**src/rtl/partial_boundary_driver.sv**
```systemverilog
// Replays buffered boundary vectors onto a partial circuit's lifted inputs and checks its outputs.
// Optional per-bit don't-care masking is enabled by defining PARTIAL_BOUNDARY_MASK_EN.
module partial_boundary_driver #(
  parameter int N_LIFT = 2,
  parameter int N_OUT  = 4,
  parameter int DEPTH  = 16,
  parameter int CNT_W  = 8
) (
  input  logic              CLK,
  input  logic              RESETN,
  input  logic              vec_valid,
  output logic              vec_ready,
  input  logic [N_LIFT-1:0] vec_lift,
  input  logic [N_OUT-1:0]  vec_exp,
`ifdef PARTIAL_BOUNDARY_MASK_EN
  input  logic [N_OUT-1:0]  vec_mask,
`endif
  input  logic              start,
  output logic [N_LIFT-1:0] lifted_out,
  input  logic [N_OUT-1:0]  dut_out,
  output logic              busy,
  output logic              done,
  output logic              mismatch,
  output logic [CNT_W-1:0]  err_count,
  output logic [CNT_W-1:0]  first_err_idx,
  output logic [CNT_W-1:0]  vec_count
);

  localparam int AW = $clog2(DEPTH);
  localparam logic [AW:0]   FULL_OCC = (AW+1)'(DEPTH);
  localparam logic [AW:0]   OCC_ONE  = (AW+1)'(1);
  localparam logic [AW-1:0] PTR_ONE  = AW'(1);

  typedef enum logic [1:0] {IDLE, RUN, DONE} state_t;

  typedef struct packed {
    logic [N_LIFT-1:0] lift;
    logic [N_OUT-1:0]  exp;
`ifdef PARTIAL_BOUNDARY_MASK_EN
    logic [N_OUT-1:0]  mask;
`endif
  } entry_t;

  state_t            state;
  entry_t            mem [DEPTH];
  entry_t            wr_entry;
  entry_t            head;
  logic [AW-1:0]     wr_ptr;
  logic [AW-1:0]     rd_ptr;
  logic [AW:0]       occ;
  logic [N_OUT-1:0]  exp_q;
`ifdef PARTIAL_BOUNDARY_MASK_EN
  logic [N_OUT-1:0]  mask_q;
`endif
  logic              cmp_pending;
  logic [N_OUT-1:0]  diff;
  logic              empty;
  logic              wr_en;
  logic              fail;

  assign empty     = (occ == '0);
  assign vec_ready = (state == IDLE) && (occ != FULL_OCC);
  assign wr_en     = vec_valid && vec_ready;
  assign busy      = (state == RUN);
  assign done      = (state == DONE);
  assign head      = mem[rd_ptr];

  always_comb begin
    // NOTE: every always_comb output gets a value on the first line, so no latch can be inferred.
    wr_entry      = '0;
    wr_entry.lift = vec_lift;
    wr_entry.exp  = vec_exp;
`ifdef PARTIAL_BOUNDARY_MASK_EN
    wr_entry.mask = vec_mask;
`endif
  end

  always_comb begin
    diff = dut_out ^ exp_q;
`ifdef PARTIAL_BOUNDARY_MASK_EN
    diff = diff & ~mask_q;
`endif
  end

  assign fail = cmp_pending && (diff != '0);

  // NOTE: vector storage is not reset; occupancy alone decides which entries are valid.
  always_ff @(posedge CLK) begin
    if (wr_en) mem[wr_ptr] <= wr_entry;
  end

  // NOTE: all state below uses non-blocking assignments so every register samples pre-edge values.
  always_ff @(posedge CLK) begin
    if (!RESETN) begin
      state         <= IDLE;
      wr_ptr        <= '0;
      rd_ptr        <= '0;
      occ           <= '0;
      lifted_out    <= '0;
      exp_q         <= '0;
`ifdef PARTIAL_BOUNDARY_MASK_EN
      mask_q        <= '0;
`endif
      cmp_pending   <= 1'b0;
      mismatch      <= 1'b0;
      err_count     <= '0;
      vec_count     <= '0;
      first_err_idx <= '1;
    end else begin
      mismatch <= 1'b0;
      case (state)
        IDLE: begin
          if (wr_en) begin
            wr_ptr <= wr_ptr + PTR_ONE;
            occ    <= occ + OCC_ONE;
          end
          // Start decision looks at occupancy before any same-cycle write.
          if (start) state <= empty ? DONE : RUN;
        end
        RUN: begin
          if (!empty) begin
            lifted_out <= head.lift;
            exp_q      <= head.exp;
`ifdef PARTIAL_BOUNDARY_MASK_EN
            mask_q     <= head.mask;
`endif
            rd_ptr     <= rd_ptr + PTR_ONE;
            occ        <= occ - OCC_ONE;
          end
          cmp_pending <= !empty;
          if (cmp_pending) begin
            if (vec_count != '1) vec_count <= vec_count + CNT_W'(1);
            if (fail) begin
              mismatch <= 1'b1;
              if (err_count != '1)     err_count     <= err_count + CNT_W'(1);
              if (first_err_idx == '1) first_err_idx <= vec_count;
            end
          end
          // Buffer drained: this cycle carried the final compare.
          if (empty) state <= DONE;
        end
        DONE: begin
          if (start) begin
            err_count     <= '0;
            vec_count     <= '0;
            first_err_idx <= '1;
            state         <= IDLE;
          end
        end
        default: state <= IDLE;
      endcase
    end
  end

endmodule

```
**config.mk**
```make
export PLATFORM = sky130hd
export DESIGN_NAME = partial_boundary_driver
export DESIGN_NICKNAME = d
export VERILOG_FILES = /design/src/rtl/partial_boundary_driver.sv
export SDC_FILE = /design/constraint.sdc
export NUM_CORES = 1
export LEC_CHECK = 0
export ABC_AREA = 1
export CELL_PAD_IN_SITES_DETAIL_PLACEMENT = 0
export CELL_PAD_IN_SITES_GLOBAL_PLACEMENT = 2
export CORE_UTILIZATION = 37
export DETAILED_ROUTE_END_ITERATION = 12
export GPL_TIMING_DRIVEN = 0
export PLACE_DENSITY = 0.75
export SLEW_MARGIN = 5
export SYNTH_ARGS = -nofsm -noshare
export SYNTH_HDL_FRONTEND = slang
export SYNTH_SLANG_ARGS = --single-unit
```
**constraint.sdc**
```tcl
create_clock -name CLK -period 2.1 [get_ports CLK]
set_input_delay 0.42 -clock CLK [delete_from_list [all_inputs] [get_ports CLK]]
set_output_delay 0.42 -clock CLK [all_outputs]
set_load 0.01 [all_outputs]
```
==> results.md, run 1 <==
- DR iter-0 viols: 307
- Setup ws final: between 50 and 60 ps
- Gp weighted congestion: approximately 0.8
- Seq cells post-synth: approximately 140
- Final setup vio count: 0
- Die Height: 133 um
- Root buf cell: clkbuf_16
- Worst Path Arrival: 1630 ps
- Drt first pass iters: 5
- CP top delay family: buffers and inverters
- CP Class: register to output port
- Synthesized-area fraction occupied by adder cells: 0.0228
- Finished Core Util: 0.463
- First-pass GRT wire length: around 26000 um
- Initial Util: 0.381
- Largest family of logic cells by synthesized area: simple AND/OR/NAND/NOR gates
- Crit-path slowest cell: dfxtp_1
- Logic gate share of total power: 0.279
- Switching share of power: 0.330
- Clk network pwr share: 0.349
- CTS clk-pin slew, worst paths: 60 ps
- Total area of sequential cells: 3820 sq um
- Largest net degree at the start of global routing: 17
- Synth Area in Compound Gates: 0.0907
- TritonCTS clock tree: done
- Post-DP HPWL: 11700 um
- FP Rows: 47
- Top cell type by total area after synthesis: edfxtp_1
- Sequential share of power: 0.372
- CP Data Required Time: 1680 ps
- WL per Instance: 17.2 um
- XOR/XNOR share of the synthesized area: 0.0138
- Distinct cells, synth: 38
- # IOs: 44
- DR DRC count: 0
- Core Region: 16700 sq um
- Cell Chain, Critical Path: inv_2, nor2_1, buf_6, buf_4, dlygate4sd2_1
- Syn Inst Count: 666
- Most frequent cells in the layout: nor2_1, edfxtp_1, nand2_1
- DIE WIDTH: 133 um
- Worst-skew pair later-pin latency: roughly 420 ps
- Mux cell area share after synthesis: 0
- Element type at the critical path end: output port
- Share of layout cells above drive strength 1: 0.103
- Register area share after synthesis: 0.601
- Startpoint Class: register
- Fmax: about 0.49 GHz
- Vias per cell: ~5.0
- DR vias: 4769
- Area Overhead vs Synth: 21.7%
- Hold crit path type: register to register
- Synth Area in Simple Gates: 0.217
- Status: finished, final reports clean
- Peak supply drop: 0.661 mV
- Slew HR: 0.459
- Setup WS pre-CTS: -303 ps
- IO buf count: 43
- Number of global-route vias before repair: about 4400
- Final Hold Fails: 0
- Die Footprint: 17700 sq um
- Commonest non-fill, non-tap cell in the layout: nor2_1
- ANT nets after route: 0
- Final period util: 0.975
- Multi-input gate area: 2220 sq um
- Post-CTS setup buffers: 0
- NetSw: roughly 3.1 mW
- CP Max Fanout: 10
- Avg Inst Size Synth: approximately 9.5 sq um
- Setup Skew: 8.59 ps
- Netlist Area Pre-Place: 6360 sq um
- Buf/Inv on CP: 4
- CTS max path bufs: 2
- Syn_nets: 691
- Layout filler cell count: 1609
- Max-slew violation count: 0
- Worst slew pin tran: 809 ps
- Static Leak: between 2 and 3 nW
- Area contributors post-synth: edfxtp_1, dfxtp_1, nor2_1
- Clock buffer count from CTS: 17
- Unrepaired setup endpoints after global routing: yes
- CP max stage delay: 350 ps
- Power density over the cells: about 1200 nW/um^2
- Initial antenna violation count: 0
- Fin crit period: 2050 ps
- Cell Int Power: 6.25 mW
- Gr usage total: 0.198
- Final wirelength: 16500 um
- H-tree lvl count: 4
- Max-cap viol count: 0
- Yosys top cell area share: 0.453
- Grt ovf: 0
- Final net count: 753
- ANT cells: 0
- Clock Sinks: 143
- Synth Warn #: 0
## power by group through the flow
stage / clock (mW) / sequential, mW / combinational [mW]
final: 3.25 / 3.47 / 2.60
after global placement: 0 / 3.52 / 2.56
after global routing: 3.42 / 3.51 / 2.93
after CTS: 3.29 / 3.47 / 2.61
after floorplan: 0 / 3.52 / 1.65
after detailed placement: 0 / 3.53 / 2.58
## routing by layer
layer | GRT usage | share of wire | up-vias | wire length, um
li1 | - | - | 2391 | -
met1 | 0.286 | 0.50 | 2247 | 8260
met2 | 0.293 | 0.44 | 104 | 7280
met3 | 0.0383 | 0.039 | 27 | 645
met4 | 0.0773 | 0.019 | 0 | 315
met5 | 0 | 0 | - | 0
## path summary, 6_finish.rpt
check	startpoint	to	slack, ps	cells past startpoint
min	cmp_pending	cmp_pending	470	2
max	state[1]	done	50	5
min reg2reg	cmp_pending	cmp_pending	470	2
max reg2reg	state[0]	mem[12][4]	150	5
## through the flow
stage	hold slack [ps]	TNS (ps)	area, sq um	total power, mW	instances
after floorplan	443	0	6360	5.17	666
after global placement	455	-13880	7060	6.08	929
after detailed placement	466	-16900	7060	6.11	929
after CTS	474	-4.27	7710	9.37	961
after global routing	510	-97.6	7740	9.86	961
final	470	0	7740	9.32	961
## synthesized netlist by cell type (all sizes together)
cell type and number:
a21oi 33, nor3b 2, xor2 10, clkbuf 11, o21ai 65, inv 49, edfxtp 96, dfxtp 47
a31oi 1, o21bai 1, nand3 73, o22a 1, or2 2, nand3b 1, nor3 3, fa 1
o211ai 7, nand4 9, buf 18, nor2 144, ha 10, nand2 81, clkinv 1
## final cells by class
cell class	count	area share
Sequential cell	143	0.494
Multi-Input combinational cell	444	0.286
Clock buffer	21	0.0595
Timing Repair Buffer	43	0.0558
Tap cell	220	0.0356
Inverter	50	0.0259
Clock inverter	11	0.0231
Buffer	29	0.0196
## worst register-to-register path, delay by kind of cell, from the launching register on
kind          cells  cell delay [ps]
buf+inv           1              180
simple gates      4             1060
flops             1              350
## sequential cells by signal, summed over array words and instances (netlist names)
signal,cells
mem,96
err_count,8
first_err_idx,8
vec_count,8
occ,5
exp_q,4
rd_ptr,4
wr_ptr,4
lifted_out,2
state,2
cmp_pending,1
mismatch,1
## cells by family (layout without fill, tap and decap cells)
kind of cell	after synthesis	count (layout)
simple gates	315	315
fa+ha+maj	11	11
xor+xnor	10	10
flops	143	143
buf+inv	79	154
compound gates	108	108
## timing repair
action	CTS	global route
endpoints found under the setup margin	8	51
hold buffers	0	0
resized for setup	5	11
pin swaps	0	1
(Power assumes the default switching activity.)
==> run 2, diff against run 1 <==
--- a/config.mk
+++ b/config.mk
@@ -8,8 +8,9 @@
 export ABC_AREA = 1
 export CELL_PAD_IN_SITES_DETAIL_PLACEMENT = 0
 export CELL_PAD_IN_SITES_GLOBAL_PLACEMENT = 2
-export CORE_UTILIZATION = 37
+export CORE_UTILIZATION = 40
 export DETAILED_ROUTE_END_ITERATION = 12
+export DONT_BUFFER_PORTS = 1
 export GPL_TIMING_DRIVEN = 0
 export PLACE_DENSITY = 0.75
 export SLEW_MARGIN = 5
==> run 2 against run 1 <==
Effect of this change: routed wire length shrank 3.8%; worst setup slack better by 20 ps; power is 4.6% lower; clock-buffer cell count fell by 4; combinational power is 15% lower; clock power fell by 2%; critical endpoint is now mem[0][4].
==> results.md, run 2 (synthesis results as in run 1) <==
- TritonCTS clock tree: done
- Largest net degree at the start of global routing: 17
- Peak supply drop: 0.636 mV
- Die Footprint: 16400 sq um
- Reg2reg start: occ[0]
- Top reg by flops: mem
- Root buf cell: clkbuf_16
- Status: finished, final reports clean
- Final wirelength: ~16000 um
- Most used cell, CP: inv_1
- CP max stage delay: between 500 and 600 ps
- CP Class: register to register
- Fmax: between 0.4 and 0.5 GHz
- Clock Sinks: 143
- Max-slew violation count: 0
- Hold_buf cts: 0
- Power density over the cells: 1230 nW/um^2
- DR vias: 4668
- Multi-input gate area: around 2200 sq um
- Post-CTS setup buffers: 0
- Final net count: 710
- ANT cells: 0
- DR DRC count: 0
- Hold Path Stages: 0
- Post-DP HPWL: 11300 um
- Placement Cell Area: 6620 sq um
- Area Overhead vs Synth: 14.2%
- Reg2Reg Depth: 6
- Finished Cell Area: between 7000 and 8000 sq um
- Final period util: 0.966
- Hold crit path type: primary input to register
- Initial antenna violation count: 0
- Buf/Inv on CP: 2
- Layout filler cell count: 1487
- DIE WIDTH: around 130 um
- ANT nets after route: 0
- Share of layout cells above drive strength 1: 0.105
- CP top delay family: simple AND/OR/NAND/NOR gates
- Setup slack, reg-to-reg: 70 ps
- Fin crit period: 2030 ps
- Worst r2r dst: mem[0][4]
- Cell Chain, Critical Path: inv_1, nand4_1, nand3_2, inv_1, nand2_1, nor2_1
- Worst slew pin tran: between 600 and 700 ps
- Final setup vio count: 0
- Core Region: 15400 sq um
- Initial Util: 0.414
- WL per Instance: 17.5 um
- CP Data Required Time: 2160 ps
- Worst Path Arrival: 2090 ps
- Grt ovf: 0
- H-tree lvl count: 4
- FP Rows: 45
- Clock buffer count from CTS: 17
- First-pass GRT wire length: 24500 um
- Static Leak: 2.74 nW
- Hold path startpoint: vec_exp[3]
- Gp weighted congestion: 0.785
- Hold Path End: mem[15][3]
- Drt first pass iters: 5
- Max-cap viol count: 0
- Unrepaired setup endpoints after global routing: yes
- Number of global-route vias before repair: 4365
- Worst-skew pair later-pin latency: approximately 420 ps
- CTS clk-pin slew, worst paths: 60 ps
- Vias per cell: 5.14
- Crit-path slowest cell: nor2_1
- DR iter-0 viols: 364
- IO buf count: 0
- Total area of sequential cells: 3820 sq um
- Startpoint Class: register
- Finished Core Util: 0.472
- Most frequent cells in the layout: nor2_1, edfxtp_1, nand2_1
- Final Hold Fails: 0
- Gr usage total: 0.206
- CP Max Fanout: 7
- Max FFs per register: 96
- Post-cts repair resize count: 0
- Setup Skew: 8.66 ps
- # IOs: 44
- Slew HR: 0.564
- Commonest non-fill, non-tap cell in the layout: nor2_1
- Element type at the critical path end: register
- CTS max path bufs: 2
- Die Height: 128 um
[run 2: cell types whose count changed in the layout (fill, tap and decap cells not counted), sizes merged]
cell and change:
clkdlybuf4s50 -41, dlymetal6s2s -1, clkinvlp -1, bufinv -1, dlygate4sd2 -1, inv +6, clkbuf -4
[run 2: cell type report]
class / count / area share
inverters: 50 / 0.0276
well taps: 211 / 0.0364
plain buffers: 29 / 0.0197
flip-flops and latches: 143 / 0.527
clock buffers: 17 / 0.0586
multi-input cells: 444 / 0.304
clock inverters: 15 / 0.0269
[run 2: worst max-delay path by stage]
stage	from	end	depth (start not counted)
CTS	occ[0]	mem[5][3]	6
global placement	occ[0]	mem[8][3]	6
detailed placement	occ[0]	mem[8][2]	6
global route	occ[0]	mem[4][1]	6
finish	occ[0]	mem[0][4]	6
floorplan	state[1]	occ[4]	10
[run 2: worst reg2reg max path: cells and delay by family (launching register included)]
family	cells	cell delay, ps
DFF	1	380
buffers and inverters	2	270
and+or+nand+nor	4	1000
[run 2: power by group]
| group | total [mW] | switching [mW] | internal, mW |
|---|---|---|---|
| Combinational | 2.22 | 1.51 | 0.702 |
| Sequential | 3.52 | 0.226 | 3.29 |
| Clock | 3.17 | 1.26 | 1.91 |
[run 2: per-layer routing]
layer  GRT usage  wire length (um)  up-vias
met5           0                 0        -
met4      0.0851               265        0
met3      0.0459               995       24
met2       0.293              6830      131
met1       0.303              7780     2203
li1            -                 -     2310
[run 2: per-stage QoR]
stage | hold WS, ps | power, mW | TNS, ps | setup WS [ps] | std cells
floorplan | 443 | 5.17 | 0 | 540 | 666
global placement | 456 | 5.77 | 0 | 84.3 | 877
detailed placement | 464 | 5.79 | 0 | 71.7 | 877
CTS | 74.5 | 8.97 | 0 | 36.8 | 909
global route | 70.9 | 9.41 | -669 | -45.3 | 909
finish | 89.6 | 8.90 | 0 | 71.6 | 909
